===== src/rtl/uart_tx_engine.sv =====
// uart_tx_engine
//   Transmit sequencer for the UART. A byte accepted on the load strobe is
//   framed as start, 7 or 8 data bits (LSB first), an optional parity bit and
//   stop fill, for NBITS bit-times in total. The engine times each bit-time
//   with its own divisor counter (btu) and serialises the frame onto tx.
//
// Ports
//   clk       in   1   system clock, all state on the rising edge
//   rst       in   1   asynchronous, active-high reset
//   load      in   1   one-cycle strobe, starts a frame when tx_rdy=1
//   out_port  in   8   data byte, sampled only on an accepted load
//   eight     in   1   1 = 8 data bits, 0 = 7 data bits
//   pen       in   1   parity enable
//   ohel      in   1   parity sense, 0 = even, 1 = odd
//   k         in   KW  clocks per bit-time (0 behaves as 1)
//   tx        out  1   serial line, idle high
//   tx_rdy    out  1   1 = idle and able to accept load
//   tx_done   out  1   one-cycle pulse when the last bit-time ends
module uart_tx_engine #(
    parameter int KW    = 20,
    parameter int NBITS = 11
) (
    input  logic          clk,
    input  logic          rst,
    input  logic          load,
    input  logic [7:0]    out_port,
    input  logic          eight,
    input  logic          pen,
    input  logic          ohel,
    input  logic [KW-1:0] k,
    output logic          tx,
    output logic          tx_rdy,
    output logic          tx_done
);

    typedef enum logic {IDLE, SEND} state_t;

    state_t            state_q, state_d;
    logic              doit;
    logic [KW-1:0]     kk;
    logic [KW-1:0]     btcnt_q;
    logic [3:0]        bcnt_q;
    logic [NBITS-1:0]  shift_q;
    logic              btu;
    logic              accept;
    logic              last;

    function automatic logic parity_bit(input logic [7:0] d, input logic e,
                                        input logic odd);
        parity_bit = (e ? ^d : ^d[6:0]) ^ odd;
    endfunction

    // Frame image with bit 0 (start) in the LSB; everything above the data
    // and optional parity stays 1 so it reads as stop fill.
    function automatic logic [NBITS-1:0] build_frame(input logic [7:0] d,
                                                     input logic e,
                                                     input logic p,
                                                     input logic odd);
        logic [NBITS-1:0] fr;
        fr    = '1;
        fr[0] = 1'b0;
        if (e) begin
            fr[8:1] = d;
            if (p) fr[9] = parity_bit(d, 1'b1, odd);
        end else begin
            fr[7:1] = d[6:0];
            if (p) fr[8] = parity_bit(d, 1'b0, odd);
        end
        build_frame = fr;
    endfunction

    assign doit   = (state_q == SEND);
    assign tx_rdy = (state_q == IDLE);
    assign kk     = (k == '0) ? KW'(1) : k;
    // ">=" rather than "==" so a k lowered mid-bit below the running count
    // ends the bit at the next compare instead of wrapping the whole counter.
    assign btu    = doit && (btcnt_q >= (kk - KW'(1)));
    assign accept = load && tx_rdy;
    assign last   = btu && (bcnt_q == 4'(NBITS - 1));

    always_comb begin
        state_d = state_q;
        case (state_q)
            IDLE: if (accept) state_d = SEND;
            SEND: if (last)   state_d = IDLE;
            default:          state_d = IDLE;
        endcase
    end

    always_ff @(posedge clk or posedge rst) begin
        if (rst) begin
            state_q <= IDLE;
        end else begin
            state_q <= state_d;
        end
    end

    // tx is a registered copy of the shift register LSB, so the line follows
    // the frame one clock after each load or shift.
    always_ff @(posedge clk or posedge rst) begin
        if (rst) begin
            shift_q <= '1;
            btcnt_q <= '0;
            bcnt_q  <= '0;
            tx      <= 1'b1;
            tx_done <= 1'b0;
        end else begin
            tx      <= shift_q[0];
            tx_done <= last;

            if (!doit || btu) btcnt_q <= '0;
            else              btcnt_q <= btcnt_q + KW'(1);

            if (last)     bcnt_q <= '0;
            else if (btu) bcnt_q <= bcnt_q + 4'd1;

            if (accept)   shift_q <= build_frame(out_port, eight, pen, ohel);
            else if (btu) shift_q <= {1'b1, shift_q[NBITS-1:1]};
        end
    end

endmodule


===== config.mk =====
export PLATFORM = sky130hd
export DESIGN_NAME = uart_tx_engine
export DESIGN_NICKNAME = d
export VERILOG_FILES = /design/src/rtl/uart_tx_engine.sv
export SDC_FILE = /design/constraint.sdc
export NUM_CORES = 1
export LEC_CHECK = 0
export CAP_MARGIN = 25
export CORE_MARGIN = 2
export CORE_UTILIZATION = 35
export CTS_BUF_LIST = sky130_fd_sc_hd__clkbuf_8
export DETAILED_ROUTE_END_ITERATION = 8
export GPL_TIMING_DRIVEN = 0
export PLACE_DENSITY_LB_ADDON = 0.05
export RECOVER_POWER = 25
export SETUP_SLACK_MARGIN = 0.4
export SYNTH_ARGS = -nofsm -noshare
export SYNTH_HDL_FRONTEND = slang
export SYNTH_SLANG_ARGS = --single-unit

===== constraint.sdc =====
create_clock -name clk -period 1.9 [get_ports clk]
set_input_delay 0.38 -clock clk [delete_from_list [all_inputs] [get_ports clk]]
set_output_delay 0.38 -clock clk [all_outputs]
set_load 0.03 [all_outputs]

* After elaboration in Yosys (flattened, before gate mapping)
Cells that the tools add are included.
Cells by class: bitwise operators 3, reduce and logical (&&, ||, !) cells 10, $lt $le $gt $ge 1, add/subtract/negate cells 3, multiplexer cells 13, equal/unequal tests 1
Operators by type and width (number):
- two-way mux 20 bit | 2
- two-way mux 11 bit | 2
- adder 20 x 1 -> 20 bit, second input constant | 1
- >= comparator 20 bit | 1
- zero test 20 bit | 1
- subtractor 20 x 1 -> 20 bit, second input constant | 1
- two-way mux 4 bit | 2
- two-way mux 8 bit | 1
- XOR reduction 8 bit | 1
- XOR reduction 7 bit | 1
- two-way mux 1 bit | 5
- adder 4 x 1 -> 4 bit, second input constant | 1
- == test 4 bit, second input constant | 1
- nonzero test 2 bit | 2
- logical AND 1 bit | 3
- one-hot mux 1 bit (2 select lines) | 1
- bitwise XOR 1 bit | 2
- zero test 1 bit | 1
- logical OR 1 bit | 1
- NOT 1 bit | 1
Word-level totals: logic and storage cells 37, input port bits 34, bits in registers 38, output and inout port bits 3

* Depth between registers and ports, before layout
depth in word-level cells 8, gate-level depth with buffers 18, gate-level depth less buffers 17

* Least setup slack after synthesis
Ideal clock, no wire load.
path type in2reg, start input k[6], end register bcnt_q[0], stages 17, path slack -1896 ps, arrival time 3672 ps, buffers on the path 0, data required time 1775 ps, setup time 125 ps, path through or4_4 > nor3_4 > and3_4 > a31oi_1 > ha_1 > nand2_1 > nor3_1 > nand3_1 > nor4_2 > xnor2_1 > ha_1 > nand4_1 > nor4_2 > nand2_1 > o21a_1 > a21oi_1 > mux2_2
Between the ends: longest elaborated chain between the ends 7, elaborated cells on any way between the ends 8, those cells by class add/sub: 1; order compare: 1; mux: 2; reduce/logical: 4
Ends and longest elaborated chain:
- start, declared | line 30 | input logic [KW-1:0] k,
- zero test 20 bit | line 74 | assign kk = (k == '0) ? KW'(1) : k;
- two-way mux 20 bit * | line 74
- subtractor 20 x 1 -> 20 bit * | line 77 | assign btu = doit && (btcnt_q >= (kk - KW'(1)));
- >= comparator 20 bit * | line 77
- logical AND 1 bit * | line 77
- logical AND 1 bit | line 79 | assign last = btu && (bcnt_q == 4'(NBITS - 1));
- two-way mux 4 bit / nonzero test 2 bit (equally long branches)
- end signal, assigned | line 115 | else if (btu) bcnt_q <= bcnt_q + 4'd1;
- end, declared | line 42 | logic [3:0] bcnt_q;
Every way passes the cells marked *; elsewhere a longest branch is shown, timed or not. A chain may end at the register's enable or synchronous reset.

* Worst setup path after layout
start input k[3], end register shift_q[6]
Between the ends: longest elaborated chain between the ends 6
Ends and longest elaborated chain:
- zero test 20 bit | line 74
- two-way mux 20 bit * | line 74
- subtractor 20 x 1 -> 20 bit * | line 77
- >= comparator 20 bit * | line 77
- logical AND 1 bit * | line 77
- nonzero test 2 bit (no line) *
- end signal, assigned | line 117 | if (accept) shift_q <= build_frame(out_port, eight, pen, ohel);
- end signal, assigned | line 118 | else if (btu) shift_q <= {1'b1, shift_q[NBITS-1:1]};
- end, declared | line 43 | logic [NBITS-1:0] shift_q;
Marked as above.

==> impl_metrics.yaml <==
outcome:
  status: "finished with violations"
  violations: "negative setup slack"
critical_path:
  end_kind: "flop"
  reg2reg_slack_ns: -0.60
  critical-path-max-stage-delay_ns: 0.56
  path_cells: "clkdlybuf4s50_1 > nor4_4 > a31oi_4 > ha_4 > nand2_4 > nor3_4 > nand3_2 > nor4_4 > xnor2_1 > ha_1 > nand4_1 > nor4_2 > nand2_1 > buf_6 > o21ai_4 > buf_6 > o21ai_1 > a31oi_1"
  crit_slowest_cell: "clkdlybuf4s50_1"
  arrival_ns: 3.77
  rr_startpoint: "btcnt_q[0]$_DFF_PP0_"
  rr_worst_depth: 9
  cp_max_fo: 5
  reg2reg_to: "shift_q[6]$_DFFE_PP1P_"
  crit_type: "input port to flop"
  crit_required_ns: 2.10
  start_kind: "input port"
clock_tree:
  clock-root-buffer: "clkbuf_8"
  numCtsBuffers: 5
  postCtsHoldBufs: 0
  cts_tree: "done"
  cts_buffer_depth: 2
  clock_latency_ns: 0.29
  htreeDepth: 2
  cts.sinks: 37
  clkTransAtPathRegs_ns: 0.08
hold_path:
  hold_path.class: "flop to flop"
  holdPathStages: 0
  hold_end: "tx$_DFF_PP1_"
  min_from: "shift_q[0]$_DFFE_PP1P_"
synth:
  synth_warnings: 0
  synth_fa_ha_area_share_pct: 11.1
  ys_ff_latch: 37
  synthSimpleGateAreaFrac_pct: 23.8
  synth_xor_area_share_pct: 13.2
  synth_top_family_by_area: "simple AND/OR/NAND/NOR gates"
  synth-main-ff-cell: "dfrtp_1"
  ys_seq_area_share_pct: 34.6
  synth_edf_count: 0
  syn_avg_cell_area_um2: 9.02
  synth_compound_area_share_pct: 13.3
  syn_nets: 359
  synthCells: 301
  syn_area_mm2: 0.00271
  synth.mux.area_fraction_pct: 1.24
  synthArstFlopShare_pct: 100
  ys_types: 43
route:
  wirelength_um: 6590
  drc: 0
  num_vias: 2387
  drt_iter0_markers: 94
  ant_nets: 0
  viasPerCell: 5.17
  drt-wirelength-per-cell_um: 14.3
  dr.pass1.iters: 4
place:
  dp_hpwl_um: 4620
  io_buffer_count: 36
  dp.cells: 439
  place_congestion: 0.795
floorplan:
  die_y_um: 92.1
  rows: 32
  core_area_mm2: 0.00761
  die_w_um: 92.1
  start_util_pct: 35.7
  ios: 37
  dieArea_mm2: 0.00847
timing:
  whs_ns: 0.419
  period_needed_ns: 3.57
  rsz0062_at_grt: "true"
  drv_slew: 0
  setup_viol: 36
  worst_slew_pin_slew_ns: 1.42
  fin_tns_setup_ns: -54.67
  fmax_mhz: 280
  final_hold_viol_count: 0
  post-route-period-util_pct: 188
  fin_skew_ns: 0.00990
  setup_ws_ns: -1.67
  slew_headroom_pct: 5.32
global_route:
  grt_max_degree: 38
  grt_first_pass_wirelength_um: 11200
  overflow: 0
  antenna_found_initial: 0
  grt_usage_pct: 16.4
  grt_pass1_vias: 2369
cells_and_area:
  final_cells: 462
  antenna_cells: 0
  drive_gt1_share_pct: 22.5
  nNetsFinal: 417
  final_util_pct: 47.1
  area_delta_synth_final_pct: 31.9
pwr:
  power.internal_mw: 1.44
  power_density_mw_per_mm2: 594
  swShare_pct: 32.1
  pwr-share-seq_pct: 48.6
  combinationalPowerShare_pct: 25.8
  p_sw_mw: 0.683
  vdd_drop_max_mv: 0.276
  p_leak_nw: 1.59
  finalPower_mw: 2.13
  p_clk_share_pct: 25.6
run:
  maxCapViolations: 0
how the worst max path moves through the flow:
stage / slack [ns] / end / cells past startpoint / start
after floorplan: -1.73 / bcnt_q[0]$_DFFE_PP0P_ / 17 / k[6]
after global placement: -2.78 / shift_q[6]$_DFFE_PP1P_ / 19 / k[6]
after detailed placement: -2.72 / shift_q[2]$_DFFE_PP1P_ / 19 / k[6]
after CTS: -1.76 / bcnt_q[1]$_DFFE_PP0P_ / 18 / k[6]
after global routing: -1.85 / shift_q[2]$_DFFE_PP1P_ / 18 / k[3]
final: -1.67 / shift_q[6]$_DFFE_PP1P_ / 18 / k[3]
Yosys cell counts, types with 2 or more instances:
library cell	n	area (um2)
nor4_2	2	25.0
dfstp_2	11	289
nand2b_1	4	25.0
o21a_1	4	30.0
ha_1	24	300
xor2_1	18	158
a31oi_1	9	56.3
nand3_1	22	110
dfrtp_1	26	651
inv_1	7	26.3
a211oi_1	8	60.1
nand2_1	15	56.3
nand4_1	9	56.3
a21o_1	4	30.0
buf_2	4	20.0
nor3_1	6	30.0
mux2_2	3	33.8
nor2_1	37	139
clkbuf_1	6	22.5
and3_1	6	37.5
o211ai_1	4	30.0
nor4_1	2	12.5
nor2b_1	8	50.1
xnor2_1	23	201
o21ai_0	12	60.1
a21oi_1	10	50.1
per-stage QoR:
stage,cell area [um2],setup WS [ns]
finish,3580,-1.67
global route,3580,-1.85
CTS,3510,-1.76
detailed placement,3260,-2.72
global placement,3260,-2.78
floorplan,2770,-1.73
critical path, delay by kind of cell:
family / cells / cell delay, ns
and+or+nand+nor: 8 / 1.20
buffers and inverters: 3 / 0.87
xor gates and xnor gates: 1 / 0.11
AOI/OAI and AO/OA: 4 / 0.72
adders and majority gates: 2 / 0.48
layout make-up:
| type | instances | area, um2 |
|---|---|---|
| multi-input cells | 246 | 1850 |
| fillers | 768 | 4030 |
| flip-flops and latches | 37 | 940 |
| plain buffers | 11 | 82.6 |
| well taps | 102 | 128 |
| clock buffers | 5 | 68.8 |
| repair buffers | 51 | 465 |
| clock inverters | 3 | 17.5 |
| inverters | 7 | 26.3 |
cells by family after synthesis:
logic type | after synthesis
buf+inv | 18
mux | 3
fa+ha+maj | 24
flops | 37
simple gates | 122
compound gates | 56
xor+xnor | 41
flip-flops by register name, indices dropped and copies added (netlist names):
name and count:
doit 1, btcnt_q 20, tx_done 1, tx 1, shift_q 10, bcnt_q 4
routing by layer:
layer  track usage (%)  vias to the layer above  part of all wire (%)
met4              4.10                        0                   1.0
met2              29.2                       67                    48
met5                 0                        -                     0
met1              20.7                     1115                    46
met3              2.47                        6                   4.8
li1                  -                     1199                     -
cells in the final DEF, fill, tap and decap left out, drive strengths merged, types with 2 or more instances in the layout:
master         instances
and3                   7
xnor2                 23
a211oi                 8
nand4                  9
clkinv                 2
a21o                   4
ha                    24
dlygate4sd2            6
mux2                   3
nand2b                 4
nand3                 22
dfstp                 11
a21oi                 10
nand2                 15
dlymetal6s2s           6
buf                   28
dfrtp                 26
a31oi                  9
xor2                  18
nor4                   4
clkdlybuf4s50         13
nor3                   8
nor2b                  8
or4                    2
o21ai                 12
o21a                   4
nor2                  37
inv                    7
o211ai                 4
clkbuf                12
what timing repair did:
item / 4_1_cts / 5_1_grt
buffers inserted: 11 / 2
pin swaps: 26 / 32
gates resized for setup: 78 / 26
setup endpoints to repair: 39 / 38
cloned: 1 / 1
power by group through the flow:
stage | Sequential [mW] | Combinational (mW) | Clock [mW]
2_1_floorplan | 1.01 | 0.373 | 0
3_3_place_gp | 1.05 | 0.522 | 0
3_5_place_dp | 1.04 | 0.531 | 0
4_1_cts | 1.03 | 0.553 | 0.574
5_1_grt | 1.05 | 0.640 | 0.612
6_report | 1.03 | 0.549 | 0.545
Note: power is estimated with default switching activity, not from simulation.
